==> src/rtl/reg_file_mp.sv <==
// Multi-read-port register file with optional hardwired-zero entry 0 and a sequential clear engine.
// Optional same-cycle write-to-read forwarding is enabled by defining REG_FILE_BYPASS_EN.
module reg_file_mp #(
    parameter int DATA_W   = 32,
    parameter int ADDR_W   = 5,
    parameter int NUM_RD   = 2,
    parameter int ZERO_REG = 1
) (
    input  logic                       clk,
    input  logic                       reset,
    input  logic                       reg_write,
    input  logic [ADDR_W-1:0]          waddr,
    input  logic [DATA_W-1:0]          wdata,
    input  logic [NUM_RD*ADDR_W-1:0]   raddr,
    output logic [NUM_RD*DATA_W-1:0]   rdata,
    input  logic                       clear_start,
    output logic                       wr_ready,
    output logic                       clear_busy,
    output logic                       clear_done
);
    localparam int DEPTH = 2 ** ADDR_W;
    localparam logic [ADDR_W-1:0] LAST_IDX = ADDR_W'(DEPTH - 1);

    typedef enum logic [0:0] {
        ST_IDLE  = 1'b0,
        ST_CLEAR = 1'b1
    } state_t;

    state_t              state_r;
    state_t              next_state_s;
    logic [ADDR_W-1:0]   count_r;
    logic [DATA_W-1:0]   mem_r [DEPTH];
    logic                wr_ready_r;
    logic                clear_busy_r;
    logic                clear_done_r;
    logic                wr_en_s;

    assign wr_ready   = wr_ready_r;
    assign clear_busy = clear_busy_r;
    assign clear_done = clear_done_r;

    // Next-state selection for the clear engine.
    always_comb begin
        next_state_s = state_r;
        case (state_r)
            ST_IDLE: begin
                if (clear_start) next_state_s = ST_CLEAR;
                else             next_state_s = ST_IDLE;
            end
            ST_CLEAR: begin
                if (count_r == LAST_IDX) next_state_s = ST_IDLE;
                else                     next_state_s = ST_CLEAR;
            end
            default: next_state_s = ST_IDLE;
        endcase
    end

    // Accepted write: port free and not a dropped write to the hardwired-zero entry.
    always_comb begin
        wr_en_s = 1'b0;
        if (reg_write && wr_ready_r && !((ZERO_REG != 0) && (waddr == '0))) wr_en_s = 1'b1;
        else                                                                 wr_en_s = 1'b0;
    end

    // FSM state, clear counter and registered handshake outputs.
    always_ff @(posedge clk or posedge reset) begin
        if (reset) begin
            state_r      <= ST_IDLE;
            count_r      <= '0;
            wr_ready_r   <= 1'b1;
            clear_busy_r <= 1'b0;
            clear_done_r <= 1'b0;
        end else begin
            state_r      <= next_state_s;
            wr_ready_r   <= (next_state_s == ST_IDLE);
            clear_busy_r <= (next_state_s == ST_CLEAR);
            clear_done_r <= (state_r == ST_CLEAR) && (count_r == LAST_IDX);
            if (state_r == ST_CLEAR && count_r != LAST_IDX) count_r <= count_r + 1'b1;
            else                                            count_r <= '0;
        end
    end

    // Storage: the clear engine owns the array while busy, so writes cannot collide with it.
    always_ff @(posedge clk or posedge reset) begin
        if (reset) begin
            for (int i = 0; i < DEPTH; i++) mem_r[i] <= '0;
        end else if (state_r == ST_CLEAR) begin
            mem_r[count_r] <= '0;
        end else if (wr_en_s) begin
            mem_r[waddr] <= wdata;
        end
    end

    for (genvar k = 0; k < NUM_RD; k++) begin : g_rd
        logic [ADDR_W-1:0] addr_s;
        logic [DATA_W-1:0] data_s;

        assign addr_s = raddr[k*ADDR_W +: ADDR_W];

        // Combinational read; clear-engine zeroing is never forwarded, only accepted writes.
        always_comb begin
            data_s = mem_r[addr_s];
            if ((ZERO_REG != 0) && (addr_s == '0)) begin
                data_s = '0;
`ifdef REG_FILE_BYPASS_EN
            end else if (wr_en_s && (addr_s == waddr)) begin
                data_s = wdata;
`endif
            end else begin
                data_s = mem_r[addr_s];
            end
        end

        assign rdata[k*DATA_W +: DATA_W] = data_s;
    end
endmodule

==> config.mk <==
export PLATFORM = sky130hd
export DESIGN_NAME = reg_file_mp
export DESIGN_NICKNAME = d
export VERILOG_FILES = /design/src/rtl/reg_file_mp.sv
export SDC_FILE = /design/constraint.sdc
export NUM_CORES = 2
export LEC_CHECK = 0
export CORE_AREA = 2 2 370 335
export DETAILED_ROUTE_END_ITERATION = 6
export DIE_AREA = 0 0 372 337
export GPL_TIMING_DRIVEN = 0
export SLEW_MARGIN = 10
export SYNTH_ARGS = -nofsm -noshare
export SYNTH_HDL_FRONTEND = slang
export SYNTH_SLANG_ARGS = --single-unit
==> constraint.sdc <==
create_clock -name clk -period 49.5 [get_ports clk]
set_input_delay 9.9 -clock clk [delete_from_list [all_inputs] [get_ports clk]]
set_output_delay 9.9 -clock clk [all_outputs]
set_load 0.01 [all_outputs]
# ---- Word level (Yosys, flattened, before mapping)
# Index checks and enable logic that the tools add are counted.
dict set report word_totals {
  mem_bits_ro 0
  register_bits 1032
  input_bits 51
  out_inout_bits 67
  elab_cells 84
  ram_bits 0
  mem_count 0
  latch_bits 0
}
dict set report op_classes {
  muxes 20
  shift 0
  n_eq_ne 2
  n_bitwise 8
  n_reduce_logical 11
  n_mul 0
  order_cmp 6
  n_div 0
  n_addsub 1
}
# operator count
set op_table {}
lappend op_table {{$mux W1024} 2}
lappend op_table {{$and A1024 B1024 Y1024} 1}
lappend op_table {{$bwmux W1024} 1}
lappend op_table {{$not A1024 Y1024} 1}
lappend op_table {{$bmux W32 S5} 2}
lappend op_table {{$demux W32 S5} 2}
lappend op_table {{$mux W32} 8}
lappend op_table {{$ge A6 B6 Y1 const B} 4}
lappend op_table {{$not A5 Y6} 4}
lappend op_table {{$logic_not A5 Y1} 3}
lappend op_table {{$lt A6 B1 Y1 const B} 2}
lappend op_table {{$logic_and A1 B1 Y1} 6}
lappend op_table {{$add A5 B1 Y5 const B} 1}
lappend op_table {{$eq A5 B5 Y1 const B} 1}
lappend op_table {{$mux W5} 1}
lappend op_table {{$ne A5 B5 Y1 const B} 1}
lappend op_table {{$mux W1} 3}
lappend op_table {{$not A1 Y1} 2}
lappend op_table {{$pmux W1 S2} 1}
lappend op_table {{$reduce_bool A2 Y1} 1}
lappend op_table {{$logic_not A1 Y1} 1}

# ---- Longest topological paths before layout
dict set report depth {
  ltp_word 8
  mapped_depth 8
  mapped_depth_nobuf 6
}

# ---- Worst setup path after synthesis
# OpenSTA, ideal clock, no wires.
dict set report synth_path {
  path_kind {input-to-output}
  startpoint {input port raddr[2]}
  endpoint {output port rdata[10]}
  required_ns 39.600
  arrival_ns 11.553
  path_stages 7
  setup_slack_ns 28.047
  n_path_buf 5
  cell_sequence {buf_4 -> buf_2 -> buf_4 -> buf_2 -> clkbuf_1 -> a211oi_1 -> a311oi_1}
}
dict set report synth_via {
  elab_chain_len 5
  word_cells_on_any_way 6
  classes_between {4 x mux; 1 x bitwise; 1 x reduce/logical}
}
# item line
set synth_rtl {}
lappend synth_rtl {{start: declaration} 14} ;# input logic [NUM_RD*ADDR_W-1:0] raddr,
lappend synth_rtl {{$not A5 Y6 (implied by the code)} 110} ;# data_s = mem_r[addr_s];
lappend synth_rtl {{$bmux W32 S5} 110}
lappend synth_rtl {{$mux W32 (implied by the code) (2 in series)} 110}
lappend synth_rtl {{$mux W32 (*)} 103} ;# if ((ZERO_REG != 0) && (addr_s == '0)) begin
lappend synth_rtl {{end: declaration} 15} ;# output logic [NUM_RD*DATA_W-1:0] rdata,
# Every way passes the cells marked *; elsewhere a longest branch is shown, timed or not. The select of a mux whose other input is x is not followed.

# ---- Worst setup path after layout
dict set report layout_path {
  startpoint {input port raddr[5]}
  endpoint {output port rdata[48]}
}
# The elaborated chain is that of the path after synthesis.

==> results.toml <==
[die]
design.die.area_mm2 = 0.1254
dieWidth_um = 372
start_util_pct = 44.50
rows = 122
coreArea_mm2 = 0.1220
pin_count = 118
die_h_um = 337

[logic_synthesis]
syn_inst = 4581
yosysTopAreaCellShare_pct = 47.54
ys_seq_elements = 1032
synth_async_sr_flop_share_pct = 100.0
avgSynthCellArea_um2 = 11.85
syn_nets = 4637
synth_top_area_cell = "dfrtp_1"
yosysWarnings = 0
syn-cell-area_mm2 = 0.05427
synth_edf_count = 0
ys_types = 46
synthTopCellsByArea = "dfrtp_1 (48%), mux4_2 (19%), a22o_1 (7.7%), o21ai_0 (5.7%), nand2_1 (3.4%)"
ys_seq_area_share_pct = 47.59
synth_ff_type = "dfrtp_1"

[placed_design]
gp_congestion = 1.027
io_buffers = 108
placedInstanceArea_mm2 = 0.05767
dp_cells = 6312
dp_hpwl_um = 187700
pre_cts_ws_ns = 24.86

[critical_path]
critical_path.slowest_cell = "nor2_1"
crit_chain = "clkbuf_1 -> inv_1 -> buf_2 -> clkbuf_2 -> nor2_1 -> a22oi_1 -> a311oi_1 -> clkdlybuf4s50_1"
cp_slowest_stage_delay_ns = 1.15
cp-end-kind = "output pin"
r2r_end = "mem_r[876]"
crit_family = "buffers and inverters"
crit_buf_inv = 5
path_class = "primary input to output pin"
required_ns = 39.60
r2r_start = "clear_busy"
cp_max_fo = 10
r2r_setup_slack_ns = 45.65
worstSetupStartpointType = "primary input"
critical_path_arrival_ns = 15.28
ff2ff_path_depth = 6

[power_and_ir_drop]
p_sw_mw = 0.6266
swShare_pct = 29.84
comb_power_share_pct = 13.7
p_total_mw = 2.100
max-vdd-ir-drop_uv = 29.58
pwr-share-seq_pct = 41.7
internal_power_mw = 1.473
p_leak_nw = 25.84
p_per_area_mw_per_mm2 = 34.00
clockPowerShare_pct = 44.7

[clock_tree]
cts_hold_buf = 0
postCtsSetupBuffers = 0
cts_made_buffers = 115
clock_sinks = 1032
clkTransAtPathRegs_ns = 0.06
htree_levels = 3
clk_latency_ns = 0.78
clock_path_buffers = 3
cts_tree = "built"
cts_resized = 0
root_buffer = "clkbuf_16"

[global_routing]
antenna_found_initial = 17
grt_pass1_wl_um = 353300
grt_overflow_total = 0
grt_util_all_layers_pct = 40.66
grt_pass1_vias = 44606
grt_max_degree = 115

[sta]
layout_setup_ws_ns = 24.32
tightest_slew_ns = 1.447
timing.setup.tns_ns = 0
setup_viol = 0
max_slew_margin_pct = 2.509
fin_crit_sh_pct = 50.87
post-route-min-period_ns = 25.18
fmaxAchievable_ghz = 0.03972
rsz0062_at_grt = "no"
skew_ns = 0.03096
fin_hold_ws_ns = 0.4980
hold_viol_final = 0
slew_viol_final = 0

[drt]
first_pass_iters = 7
dr.first_iter.drc_count = 8448
via_per_inst = 7.246
wl_per_cell_um = 39.15
wl_um = 256000
drc = 1
final_antenna_net_count = 0
vias = 47392

[status]
violations = "DRC"
status = "finished, violations left"

[final_layout]
final_nets = 4873
fin_cells = 6540
fin_area_mm2 = 0.06176
n_fill_cell = 10745
drive_gt1_share_pct = 17.41
final_core_util_pct = 50.64
syn2layout_area_growth_pct = 13.81

[hold_path]
min_to = "mem_r[1003]"
hp-class = "register to register"
whs_path_depth = 1
min-delay-start = "mem_r[1003]"

[flow_run]
maxCapViolCount = 0
cell usage after synthesis, drive strengths merged, types with 2 or more instances:
| library cell | count |
|---|---|
| or3 | 7 |
| dfrtp | 1031 |
| a221oi | 48 |
| a311oi | 64 |
| or3b | 3 |
| buf | 134 |
| nor2b | 71 |
| or2 | 2 |
| o2111ai | 16 |
| and2 | 38 |
| and3b | 4 |
| a22oi | 64 |
| inv | 40 |
| nor2 | 10 |
| or4 | 2 |
| and3 | 5 |
| nand2 | 497 |
| o21ai | 625 |
| nand3 | 292 |
| a211oi | 64 |
| ha | 5 |
| clkbuf | 387 |
| a21oi | 15 |
| a22o | 480 |
| nor4 | 7 |
| nand2b | 4 |
| nand3b | 4 |
| mux4 | 448 |
| nor3 | 15 |
| mux2 | 64 |
| mux2i | 128 |
flip-flops by register name, indices dropped and copies added, names as in the netlist:
signal and flops:
mem_r 1024, wr_ready 1, count_r 5, clear_done 1, clear_busy 1
power by group through the flow:
stage               Sequential, mW  Clock [mW]  Combinational (mW)
finish                       0.875       0.938               0.287
global route                 0.876       0.968               0.289
CTS                          0.874       0.932               0.271
detailed placement           0.889           0               0.270
global placement             0.891           0               0.267
floorplan                    0.886           0               0.140
worst max path at each step:
| stage | start | endpoint | cells after the start |
|---|---|---|---|
| 6_report | raddr[5] | rdata[48] | 8 |
| 3_3_place_gp | reset | mem_r[374] | 2 |
| 2_1_floorplan | reset | clear_busy | 1 |
| 4_1_cts | raddr[5] | rdata[48] | 8 |
| 5_1_grt | raddr[5] | rdata[48] | 8 |
| 3_5_place_dp | raddr[5] | rdata[48] | 8 |
worst register-to-register path, stage by stage (launching register included):
cell       delay [ns]
dfrtp_1          0.65
nand4bb_1        0.20
buf_1            0.60
nor4_4           0.25
a21oi_1          1.09
clkbuf_1         0.77
a22o_1           0.24
layout make-up:
class                   instances  area (µm²)  share of cell area [%]
diodes                         12       30.03                 0.04862
plain buffers                 521        2095                   3.391
clock buffers                 169        3452                   5.589
clock inverters                47       608.1                  0.9845
inverters                      40       157.7                  0.2553
multi-input cells            2988       26230                   42.48
flip-flops and latches       1032       25830                   41.81
well taps                    1612        2017                   3.266
repair buffers                119        1344                   2.176
routing by layer:
layer | up-vias | track usage [%] | wire, µm
met5 | - | 0 | 110
met4 | 16 | 18.57 | 14010
met3 | 786 | 19.07 | 42010
met2 | 3955 | 55.60 | 104500
met1 | 24561 | 54.63 | 95450
li1 | 18074 | - | -
placed cells by master (no fill, tap or decap), types with 38 or more instances in the layout:
master	instances
and2_1	38
mux2i_1	128
nor2b_1	71
nand3_1	292
clkbuf_1	404
dfrtp_1	1031
a311oi_1	63
a221oi_1	48
o21ai_0	609
clkbuf_16	116
mux4_2	448
a22o_1	480
a22oi_1	64
clkdlybuf4s50_1	108
a211oi_1	64
buf_2	103
inv_1	39
mux2_2	64
nand2_1	497
kinds of logic after synthesis:
family / after synthesis / synth area share [%]
xor+xnor: 2 / 0.03228
fa+ha+maj: 5 / 0.1153
buf+inv: 561 / 4.122
flops: 1032 / 47.59
compound gates: 1376 / 17.49
simple gates: 965 / 8.371
mux: 640 / 22.28
(Power assumes the default switching activity.)
